### config.mk
export PLATFORM = sky130hd
export DESIGN_NAME = motor_cmd_sequencer
export DESIGN_NICKNAME = d
export VERILOG_FILES = /design/src/rtl/motor_cmd_sequencer.sv
export SDC_FILE = /design/constraint.sdc
export NUM_CORES = 1
export LEC_CHECK = 0
export ABC_AREA = 1
export CORE_ASPECT_RATIO = 0.75
export CORE_UTILIZATION = 30
export CTS_CLUSTER_SIZE = 8
export DETAILED_ROUTE_END_ITERATION = 6
export PLACE_DENSITY = 0.54
export SYNTH_ARGS = -nofsm -noshare
export SYNTH_HDL_FRONTEND = slang
export SYNTH_SLANG_ARGS = --single-unit
### constraint.sdc
create_clock -name clk -period 11.3 [get_ports clk]
set_clock_uncertainty 0.1 [all_clocks]
set_input_delay 1.695 -clock clk [delete_from_list [all_inputs] [get_ports clk]]
set_output_delay 1.695 -clock clk [all_outputs]
set_load 0.01 [all_outputs]
### src/rtl/motor_cmd_sequencer.sv
// motor_cmd_sequencer
//   Turns signed speed commands into the signed PWM duty of one LMD18200 driver.
//   The duty is slew-limited, passes through a zero-crossing dead time before any
//   direction reversal, and is forced to zero on fault or e-stop.
//   Optional command watchdog: define MOTOR_SEQ_WDT_EN to build it in.
`ifndef PWM_RES
`define PWM_RES 8
`endif

module motor_cmd_sequencer #(
  parameter int NBITS     = `PWM_RES + 1,
  parameter int STEP      = 4,
  parameter int TICK_DIV  = 1000,
  parameter int DEADTIME  = 8,
  parameter int WDT_TICKS = 500
) (
  input  logic                    clk,
  input  logic                    rst,
  input  logic signed [NBITS-1:0] cmd_i,
  input  logic                    cmd_valid_i,
  output logic                    cmd_ready_o,
  input  logic                    fault_i,
  input  logic                    estop_i,
  input  logic                    clear_i,
  output logic signed [NBITS-1:0] pwm_o,
  output logic                    en_o,
  output logic [2:0]              state_o,
  output logic                    at_target_o,
  output logic                    wdt_o
);

  typedef enum logic [2:0] {
    S_IDLE  = 3'd0,
    S_RAMP  = 3'd1,
    S_DWELL = 3'd2,
    S_HOLD  = 3'd3,
    S_FAULT = 3'd4
  } state_t;

  localparam int PW = (TICK_DIV > 1) ? $clog2(TICK_DIV) : 1;
  localparam int DW = (DEADTIME > 0) ? $clog2(DEADTIME + 1) : 1;
  localparam logic signed [NBITS-1:0] MAX_POS  = {1'b0, {(NBITS-1){1'b1}}};
  localparam logic signed [NBITS-1:0] MOST_NEG = {1'b1, {(NBITS-1){1'b0}}};
  localparam logic signed [NBITS:0]   STEP_W   = (NBITS+1)'(STEP);

  state_t                  state_q, state_d;
  logic [PW-1:0]           presc_q;
  logic                    tick;
  logic signed [NBITS-1:0] pwm_q, pwm_d, target_q, target_d;
  logic signed [NBITS-1:0] cmd_clamped, pwm_step;
  logic [DW-1:0]           dwell_q, dwell_d;
  logic                    dir_q, dir_d;     // sign of the duty before the reversal began
  logic                    accept, fault_any, opposite;
  logic signed [NBITS:0]   pwm_ext, goal_ext, diff, mag;
  logic [NBITS-1:0]        step_sz;

  assign fault_any   = fault_i | estop_i;
  assign cmd_ready_o = (state_q != S_FAULT) & ~fault_any;
  assign accept      = cmd_valid_i & cmd_ready_o;
  // Symmetric range: the most negative code would have no positive mirror.
  assign cmd_clamped = (cmd_i == MOST_NEG) ? -MAX_POS : cmd_i;

  assign tick = (presc_q == PW'(TICK_DIV - 1));

  // Free-running ramp-tick prescaler.
  always_ff @(posedge clk or negedge rst) begin
    if (!rst)      presc_q <= '0;
    else if (tick) presc_q <= '0;
    else           presc_q <= presc_q + PW'(1);
  end

  // One slew step. While the target opposes the current duty the goal is zero,
  // so a reversal always stops at zero first. The extra bit keeps target-pwm
  // from wrapping; the step arithmetic itself is modulo 2^NBITS and lands exactly.
  assign opposite = (pwm_q != '0) && (target_q != '0) &&
                    (pwm_q[NBITS-1] != target_q[NBITS-1]);
  assign pwm_ext  = {pwm_q[NBITS-1], pwm_q};
  assign goal_ext = opposite ? '0 : {target_q[NBITS-1], target_q};
  assign diff     = goal_ext - pwm_ext;
  assign mag      = diff[NBITS] ? -diff : diff;
  assign step_sz  = (mag > STEP_W) ? STEP_W[NBITS-1:0] : mag[NBITS-1:0];
  assign pwm_step = diff[NBITS] ? (pwm_q - step_sz) : (pwm_q + step_sz);

`ifdef MOTOR_SEQ_WDT_EN
  localparam int WW = $clog2(WDT_TICKS + 1);
  logic [WW-1:0] wdt_q, wdt_d;
  logic          wflag_q, wflag_d;
`endif

  // Next-state, target, duty and watchdog decisions.
  always_comb begin
    state_d  = state_q;
    pwm_d    = pwm_q;
    target_d = target_q;
    dwell_d  = dwell_q;
    dir_d    = dir_q;
`ifdef MOTOR_SEQ_WDT_EN
    wdt_d    = wdt_q;
    wflag_d  = wflag_q;
`endif
    if (accept) target_d = cmd_clamped;
`ifdef MOTOR_SEQ_WDT_EN
    if (state_q == S_FAULT) begin
      wdt_d = '0;
    end else if (accept) begin
      wdt_d   = '0;
      wflag_d = 1'b0;
    end else if (tick && (wdt_q != WW'(WDT_TICKS))) begin
      wdt_d = wdt_q + WW'(1);
      // Expiry only drops the target; the normal ramp brings the motor down.
      if (wdt_d == WW'(WDT_TICKS)) begin
        target_d = '0;
        wflag_d  = 1'b1;
      end
    end
`endif
    case (state_q)
      S_IDLE: begin
        pwm_d = '0;
        if (target_q != '0) state_d = S_RAMP;
      end
      S_RAMP: begin
        if (tick) begin
          pwm_d = pwm_step;
          if ((pwm_step == '0) && opposite) begin
            state_d = S_DWELL;
            dwell_d = '0;
            dir_d   = pwm_q[NBITS-1];
          end else if (pwm_step == target_q) begin
            state_d = (target_q == '0) ? S_IDLE : S_HOLD;
          end
        end
      end
      S_DWELL: begin
        pwm_d = '0;
        if (target_q == '0) begin
          state_d = S_IDLE;
        end else if (target_q[NBITS-1] == dir_q) begin
          state_d = S_RAMP;
        end else if (tick) begin
          // DEADTIME ticks are skipped at zero; the following tick takes the first step.
          if (dwell_q == DW'(DEADTIME)) begin
            pwm_d   = pwm_step;
            state_d = (pwm_step == target_q) ? S_HOLD : S_RAMP;
          end else begin
            dwell_d = dwell_q + DW'(1);
          end
        end
      end
      S_HOLD: begin
        if (target_q != pwm_q) state_d = S_RAMP;
      end
      S_FAULT: begin
        pwm_d    = '0;
        target_d = '0;
        if (clear_i && !fault_any) state_d = S_IDLE;
      end
      default: begin
        state_d = S_IDLE;
        pwm_d   = '0;
      end
    endcase
    // Fault or e-stop wins over everything, with no ramp.
    if (fault_any) begin
      state_d  = S_FAULT;
      pwm_d    = '0;
      target_d = '0;
    end
  end

  // Sequencer state registers.
  always_ff @(posedge clk or negedge rst) begin
    if (!rst) begin
      state_q  <= S_IDLE;
      pwm_q    <= '0;
      target_q <= '0;
      dwell_q  <= '0;
      dir_q    <= 1'b0;
    end else begin
      state_q  <= state_d;
      pwm_q    <= pwm_d;
      target_q <= target_d;
      dwell_q  <= dwell_d;
      dir_q    <= dir_d;
    end
  end

`ifdef MOTOR_SEQ_WDT_EN
  // Watchdog counter and sticky expiry flag.
  always_ff @(posedge clk or negedge rst) begin
    if (!rst) begin
      wdt_q   <= '0;
      wflag_q <= 1'b0;
    end else begin
      wdt_q   <= wdt_d;
      wflag_q <= wflag_d;
    end
  end
  assign wdt_o = wflag_q;
`else
  // No watchdog: never true for a legal WDT_TICKS, so this is a constant 0.
  assign wdt_o = (WDT_TICKS < 1);
`endif

  assign pwm_o       = pwm_q;
  assign state_o     = state_q;
  assign en_o        = (state_q == S_RAMP) || (state_q == S_DWELL) || (state_q == S_HOLD);
  assign at_target_o = (pwm_q == target_q) && (state_q != S_FAULT);

endmodule

== Word level (Yosys, flattened, before mapping) ==
Index checks and enable logic that the tools add are counted.

* Flip-flop bits (word level): 36
* Output and inout bits: 16
* Word-level logic and storage cells: 100

* $add $sub $neg: 6
* Reduce and logical (&&, ||, !) cells: 19
* Muxes and demuxes: 37
* Eq/ne operators: 27
* Bitwise operators: 4
* Magnitude comparators: 1

{| class="wikitable"
|+ Operators by type and width
! operator !! number
|-
| two-way mux 9 bit || 12
|-
| two-way mux 3 bit || 11
|-
| two-way mux 10 bit || 3
|-
| case mux 9 bit (3 select lines) || 1
|-
| two-way mux 4 bit || 6
|-
| equality test 9 bit || 2
|-
| zero test 9 bit || 2
|-
| nonzero test 9 bit || 2
|-
| != test 3 bit (second input constant) || 5
|-
| case mux 3 bit (5 select lines) || 1
|-
| != test 2 bit (second input constant) || 7
|-
| AND reduction 7 bit || 2
|-
| adder 10 x 1 -> 10 bit (second input constant) || 1
|-
| equality test 10 bit (second input constant) || 1
|-
| greater-than comparator 10 x 4 -> 1 bit (second input constant) || 1
|-
| != test 5 bit (second input constant) || 2
|-
| negation 10 bit || 1
|-
| subtractor 10 x 9 -> 10 bit || 1
|-
| adder 9 bit || 1
|-
| equality test 9 bit (second input constant) || 1
|-
| != test 9 bit || 1
|-
| subtractor 9 bit || 1
|-
| case mux 4 bit (2 select lines) || 1
|-
| equality test 3 x 2 -> 1 bit (second input constant) || 2
|-
| other kinds (19) || 26
|}

== Logic depth before layout (Yosys ltp) ==
* Depth in word-level cells: 19
* Mapped depth: 46
* Depth with buffers taken out: 46

== Worst setup path before layout ==
No wires, ideal clock.

* Path type: reg2reg
* Start point: reg pwm_q[7], in the netlist pwm_o[7]
* End point: reg dir_q
* Arrival: 5.299 ns
* Path slack: 5.776 ns
* Cell stages (with the launch flop): 35
* Required time: 11.075 ns
* Path buffers: 0
* Path through: dfrtp_1 > nor4_1 > nand3_1 > nand3_1 > clkinv_1 > nor2_1 > fa_1 > inv_1 > nand2_1 > nor2_2 > nand3_1 > nor2_1 > nand3_1 > nand3b_1 > nand3_1 > nor2_2 > nand2_2 > nand2_4 > nand3_1 > ha_1 > nand2_1 > o21ai_0 > fa_1 > o21ai_0 > nand4_1 > o211ai_1 > xor2_1 > inv_1 > xor2_1 > inv_1 > nand2_2 > nand2_1 > inv_1 > nand3_1 > mux2_4

* Cells in the longest elaborated chain, start to end: 14

{| class="wikitable"
|+ RTL lines
! what !! line !! source
|-
| from (decl) || 49 || <nowiki>logic signed [NBITS-1:0] pwm_q, pwm_d, target_q, target_d;</nowiki>
|-
| from (signal assigned) || 181 || <nowiki>pwm_q <= pwm_d;</nowiki>
|-
| nonzero test 9 bit || 75 || <nowiki>assign opposite = (pwm_q != '0) && (target_q != '0) &&</nowiki>
|-
| logical AND 1 bit (2 in series) || 75 ||
|-
| two-way mux 10 bit || 78 || <nowiki>assign goal_ext = opposite ? '0 : {target_q[NBITS-1], target_q};</nowiki>
|-
| subtractor 10 x 9 -> 10 bit || 79 || <nowiki>assign diff = goal_ext - pwm_ext;</nowiki>
|-
| negation 10 bit || 80 || <nowiki>assign mag = diff[NBITS] ? -diff : diff;</nowiki>
|-
| two-way mux 10 bit || 80 ||
|-
| greater-than comparator 10 x 4 -> 1 bit || 81 || <nowiki>assign step_sz = (mag > STEP_W) ? STEP_W[NBITS-1:0] : mag[NBITS-1:0];</nowiki>
|-
| two-way mux 9 bit || 81 ||
|-
| adder 9 bit or subtractor 9 bit (tied branches) || 82 || <nowiki>assign pwm_step = diff[NBITS] ? (pwm_q - step_sz) : (pwm_q + step_sz);</nowiki>
|-
| two-way mux 9 bit || 82 ||
|-
| zero test 9 bit || 125 || <nowiki>if ((pwm_step == '0) && opposite) begin</nowiki>
|-
| logical AND 1 bit (*) || 125 ||
|-
| AND reduction 3 bit (no source line) (*) || - ||
|-
| to (signal assigned) || 184 || <nowiki>dir_q <= dir_d;</nowiki>
|-
| to (decl) || 52 || <nowiki>logic dir_q, dir_d;</nowiki>
|}

Every way passes the cells marked *; elsewhere a longest branch is shown, timed or not.
A chain may end at the register's enable or synchronous reset.

== Worst setup path in the final report ==
* Start point: reg target_q[3]
* End point: reg dir_q

* Cells in the longest elaborated chain, start to end: 14

{| class="wikitable"
|+ RTL lines
! what !! line !! source
|-
| from (decl) || 49 ||
|-
| from (signal assigned) || 182 || <nowiki>target_q <= target_d;</nowiki>
|-
| nonzero test 9 bit || 75 ||
|-
| logical AND 1 bit (2 in series) || 75 ||
|-
| two-way mux 10 bit || 78 ||
|-
| subtractor 10 x 9 -> 10 bit || 79 ||
|-
| negation 10 bit || 80 ||
|-
| two-way mux 10 bit || 80 ||
|-
| greater-than comparator 10 x 4 -> 1 bit || 81 ||
|-
| two-way mux 9 bit || 81 ||
|-
| adder 9 bit or subtractor 9 bit (tied branches) || 82 ||
|-
| two-way mux 9 bit || 82 ||
|-
| zero test 9 bit || 125 ||
|-
| logical AND 1 bit (*) || 125 ||
|-
| AND reduction 3 bit (no source line) (*) || - ||
|}

Marks and branches as above.

==> impl_metrics.sql <==
INSERT INTO impl_metrics (metric_group, metric, value, unit) VALUES
('status', 'outcome', 'completed', ''),
('min_path', 'min-delay-start', 'presc_q[0]$_DFF_PN0_', ''),
('critical_path', 'worst_r2r_endpoint', 'dir_q$_DFFE_PN0P_', ''),
('critical_path', 'critical_path_peak_fanout', '9', ''),
('logic_synthesis', 'postSynthAreaPerCell', '6.45', 'µm²'),
('global_routing', 'grt_first_pass_wirelength', '16.9', 'mm'),
('critical_path', 'r2r_cells', '34', ''),
('cts', 'tritoncts', 'built', ''),
('logic_synthesis', 'syn-instance-count', '548', ''),
('logic_synthesis', 'library_cells_used_by_synthesis', '39', ''),
('logic_synthesis', 'post-synth-top-area-cell', 'dfrtp_1', ''),
('detailed_routing', 'routed-via-count', '3640', ''),
('floorplan', 'fp.dieH', '96.0', 'µm'),
('logic_synthesis', 'synth_top_area_share', '0.255', ''),
('logic_synthesis', 'synthesis.area', '3530', 'µm²'),
('placement', 'io_buffer_count', '29', ''),
('detailed_routing', 'dr.first_iter.drc_count', '260', ''),
('detailed_routing', 'detail-route-antenna-nets', '0', ''),
('sta', 'fin_crit_sh', '0.594', ''),
('sta', 'timing.fmax', '0.149', 'GHz'),
('finish', 'final_common_cell', 'nand2_1', ''),
('critical_path', 'worst_path_most_repeated_cell', 'nand2_1', ''),
('cts', 'worst_skew_pair.late_latency', '0.28', 'ns'),
('critical_path', 'buffers_plus_inverters_on_the_worst_setup_path', '6', ''),
('finish', 'multi_input_comb_area', '2240', 'µm²'),
('global_routing', 'grt_max_degree', '37', ''),
('job', 'drv_cap', '0', ''),
('cts', 'postCtsResizedCells', '0', ''),
('sta', 'rsz0062_at_grt', 'no', ''),
('sta', 'setup_viol', '0', ''),
('pwr', 'power.leakage', '2.13', 'nW'),
('finish', 'antenna_cells', '0', ''),
('floorplan', 'die_area', '12200', 'µm²'),
('sta', 'period_minus_slack', '6.71', 'ns'),
('min_path', 'min_delay_path_depth', '1', ''),
('logic_synthesis', 'synthesis.nets', '586', ''),
('critical_path', 'worst_path_largest_cell_delay', '0.49', 'ns'),
('logic_synthesis', 'synth_ff_type', 'dfrtp_1', ''),
('critical_path', 'cp.required', '11.37', 'ns'),
('floorplan', 'core-area', '11200', 'µm²'),
('detailed_routing', 'drt-pass1-iter-count', '5', ''),
('global_routing', 'grt.overflow.total', '0', ''),
('cts', 'cts_hold_buffers', '0', ''),
('global_routing', 'grt_pass1_vias', '3355', ''),
('critical_path', 'slowest_stage', 'fa_1', ''),
('finish', 'final_layout_size_suffix_gt1_frac', '0.0739', ''),
('finish', 'stdcell_count', '739', ''),
('floorplan', 'initial_core_util', '0.316', ''),
('logic_synthesis', 'ys_async_sr_fraction', '1.00', ''),
('detailed_routing', 'totalWireLength', '10.1', 'mm'),
('sta', 'final_max_slew_viol_count', '0', ''),
('detailed_routing', 'post_drt_wl_per_cell', '13.7', 'µm'),
('logic_synthesis', 'synth-seq-cells', '36', ''),
('critical_path', 'worst_ep_arrival_time', '6.78', 'ns'),
('cts', 'cts-htree-levels', '2', ''),
('min_path', 'worst_hold_path_type', 'flip-flop to flip-flop', ''),
('finish', 'layout.nets', '619', ''),
('floorplan', 'placementRows', '33', ''),
('detailed_routing', 'routed_via_density', '4.93', ''),
('pwr', 'post-layout-total-power', '0.422', 'mW'),
('sta', 'timing.final.hold_violations', '0', ''),
('detailed_routing', 'drc', '0', ''),
('critical_path', 'setup.worst_path.end_class', 'flip-flop', ''),
('cts', 'cts_post_setup_buffers_inserted', '0', ''),
('logic_synthesis', 'synth_top_area_cells', 'dfrtp_1 (25%), nand2_1 (14%), inv_1 (9.5%), ha_1 (7.4%), nand3_1 (7.2%)', ''),
('placement', 'dp.cells', '731', ''),
('global_routing', 'grt.total_usage', '0.177', ''),
('critical_path', 'regToRegStartpoint', 'target_q[3]$_DFFE_PN0P_', ''),
('placement', 'gp_congestion', '0.894', ''),
('global_routing', 'number_of_antenna_violations_at_the_first_check_in_global_routing', '0', ''),
('cts', 'cts.root.buffer_cell', 'clkbuf_16', '');
==> cell families (layout without fill, tap and decap cells) <==
group,Yosys count,after routing,share of synthesized area
AND/OR/NAND/NOR,288,288,0.373
adder cells (fa/ha/maj),23,23,0.0857
flip-flops,36,36,0.255
multiplexers,1,1,0.00425
XOR/XNOR,17,17,0.0421
AO/OA/AOI/OAI,81,81,0.129
other,1,1,0.00106
buffers and inverters,101,135,0.111
==> worst reg2reg max path, delay by kind of cell, from the launching register on <==
kind                     cells  cell delay, ns
multiplexers                 1            0.31
adder cells (fa/ha/maj)      3            1.26
AO/OA/AOI/OAI                3            0.65
XOR/XNOR                     2            0.47
buffers and inverters        6            0.74
flip-flops                   1            0.41
AND/OR/NAND/NOR             19            2.69
==> how the worst max path moves through the flow <==
| stage | startpoint | end | slack (ns) | depth (start not counted) |
|---|---|---|---|---|
| final | target_q[3]$_DFFE_PN0P_ | dir_q$_DFFE_PN0P_ | 4.59 | 34 |
| after CTS | target_q[3]$_DFFE_PN0P_ | dir_q$_DFFE_PN0P_ | 4.63 | 34 |
| after floorplan | pwm_o[7]$_DFFE_PN0P_ | dir_q$_DFFE_PN0P_ | 5.78 | 34 |
| after global routing | target_q[3]$_DFFE_PN0P_ | dir_q$_DFFE_PN0P_ | 3.84 | 34 |
| after global placement | target_q[3]$_DFFE_PN0P_ | dir_q$_DFFE_PN0P_ | 4.72 | 34 |
| after detailed placement | target_q[3]$_DFFE_PN0P_ | dir_q$_DFFE_PN0P_ | 4.68 | 34 |
==> flip-flops by register name (all words and copies together) (netlist names) <==
register and count:
presc_q 10, dir_q 1, state_o 3, target_q 9
pwm_o 9, dwell_q 4
==> through the flow <==
stage	worst slack, ns	area, µm²	hold WS [ns]
2_1_floorplan	5.78	3530	0.333
3_3_place_gp	4.72	4000	0.347
3_5_place_dp	4.68	4000	0.349
4_1_cts	4.63	4160	0.357
5_1_grt	3.84	4160	0.382
6_report	4.59	4160	0.354
==> final cells by class <==
type                       instances  share of cell area
clock inverter                     2             0.00842
tap                              157              0.0472
timing repair buffer              30              0.0704
sequential                        36               0.217
multi-input combinational        411               0.539
inverter                          97              0.0875
clock buffer                       6              0.0310
==> cells in the mapped netlist, types with 3 or more instances <==
cell        n
o21ai_1     6
nor3_1     12
nand2_2    14
nor2_1     50
a21oi_1    22
nor4_1      3
inv_1      89
dfrtp_1    36
a211oi_1    4
o21ai_0    31
inv_2       6
nand3_1    51
a31oi_1     4
nor2_2      5
xnor2_1     3
nand2_4     4
nand4_1    10
ha_1       21
nand2_1   133
o22ai_1     5
xor2_1     14
==> metal layers <==
layer / vias to the layer above / track usage / share of wire / wire (µm)
li1: 1846 / - / - / -
met1: 1677 / 0.273 / 0.54 / 5490
met2: 109 / 0.255 / 0.38 / 3880
met3: 8 / 0.0300 / 0.065 / 651
met4: 0 / 0.0327 / 0.0068 / 69
met5: - / 0 / 0 / 0
==> power breakdown <==
group | leakage, nW | internal [mW] | switching, mW
logic | 1.57 | 0.0449 | 0.0863
clock network | 0.0808 | 0.104 | 0.0565
registers | 0.484 | 0.129 | 0.000764
total | 2.13 | 0.278 | 0.144
(Power assumes the default switching activity.)
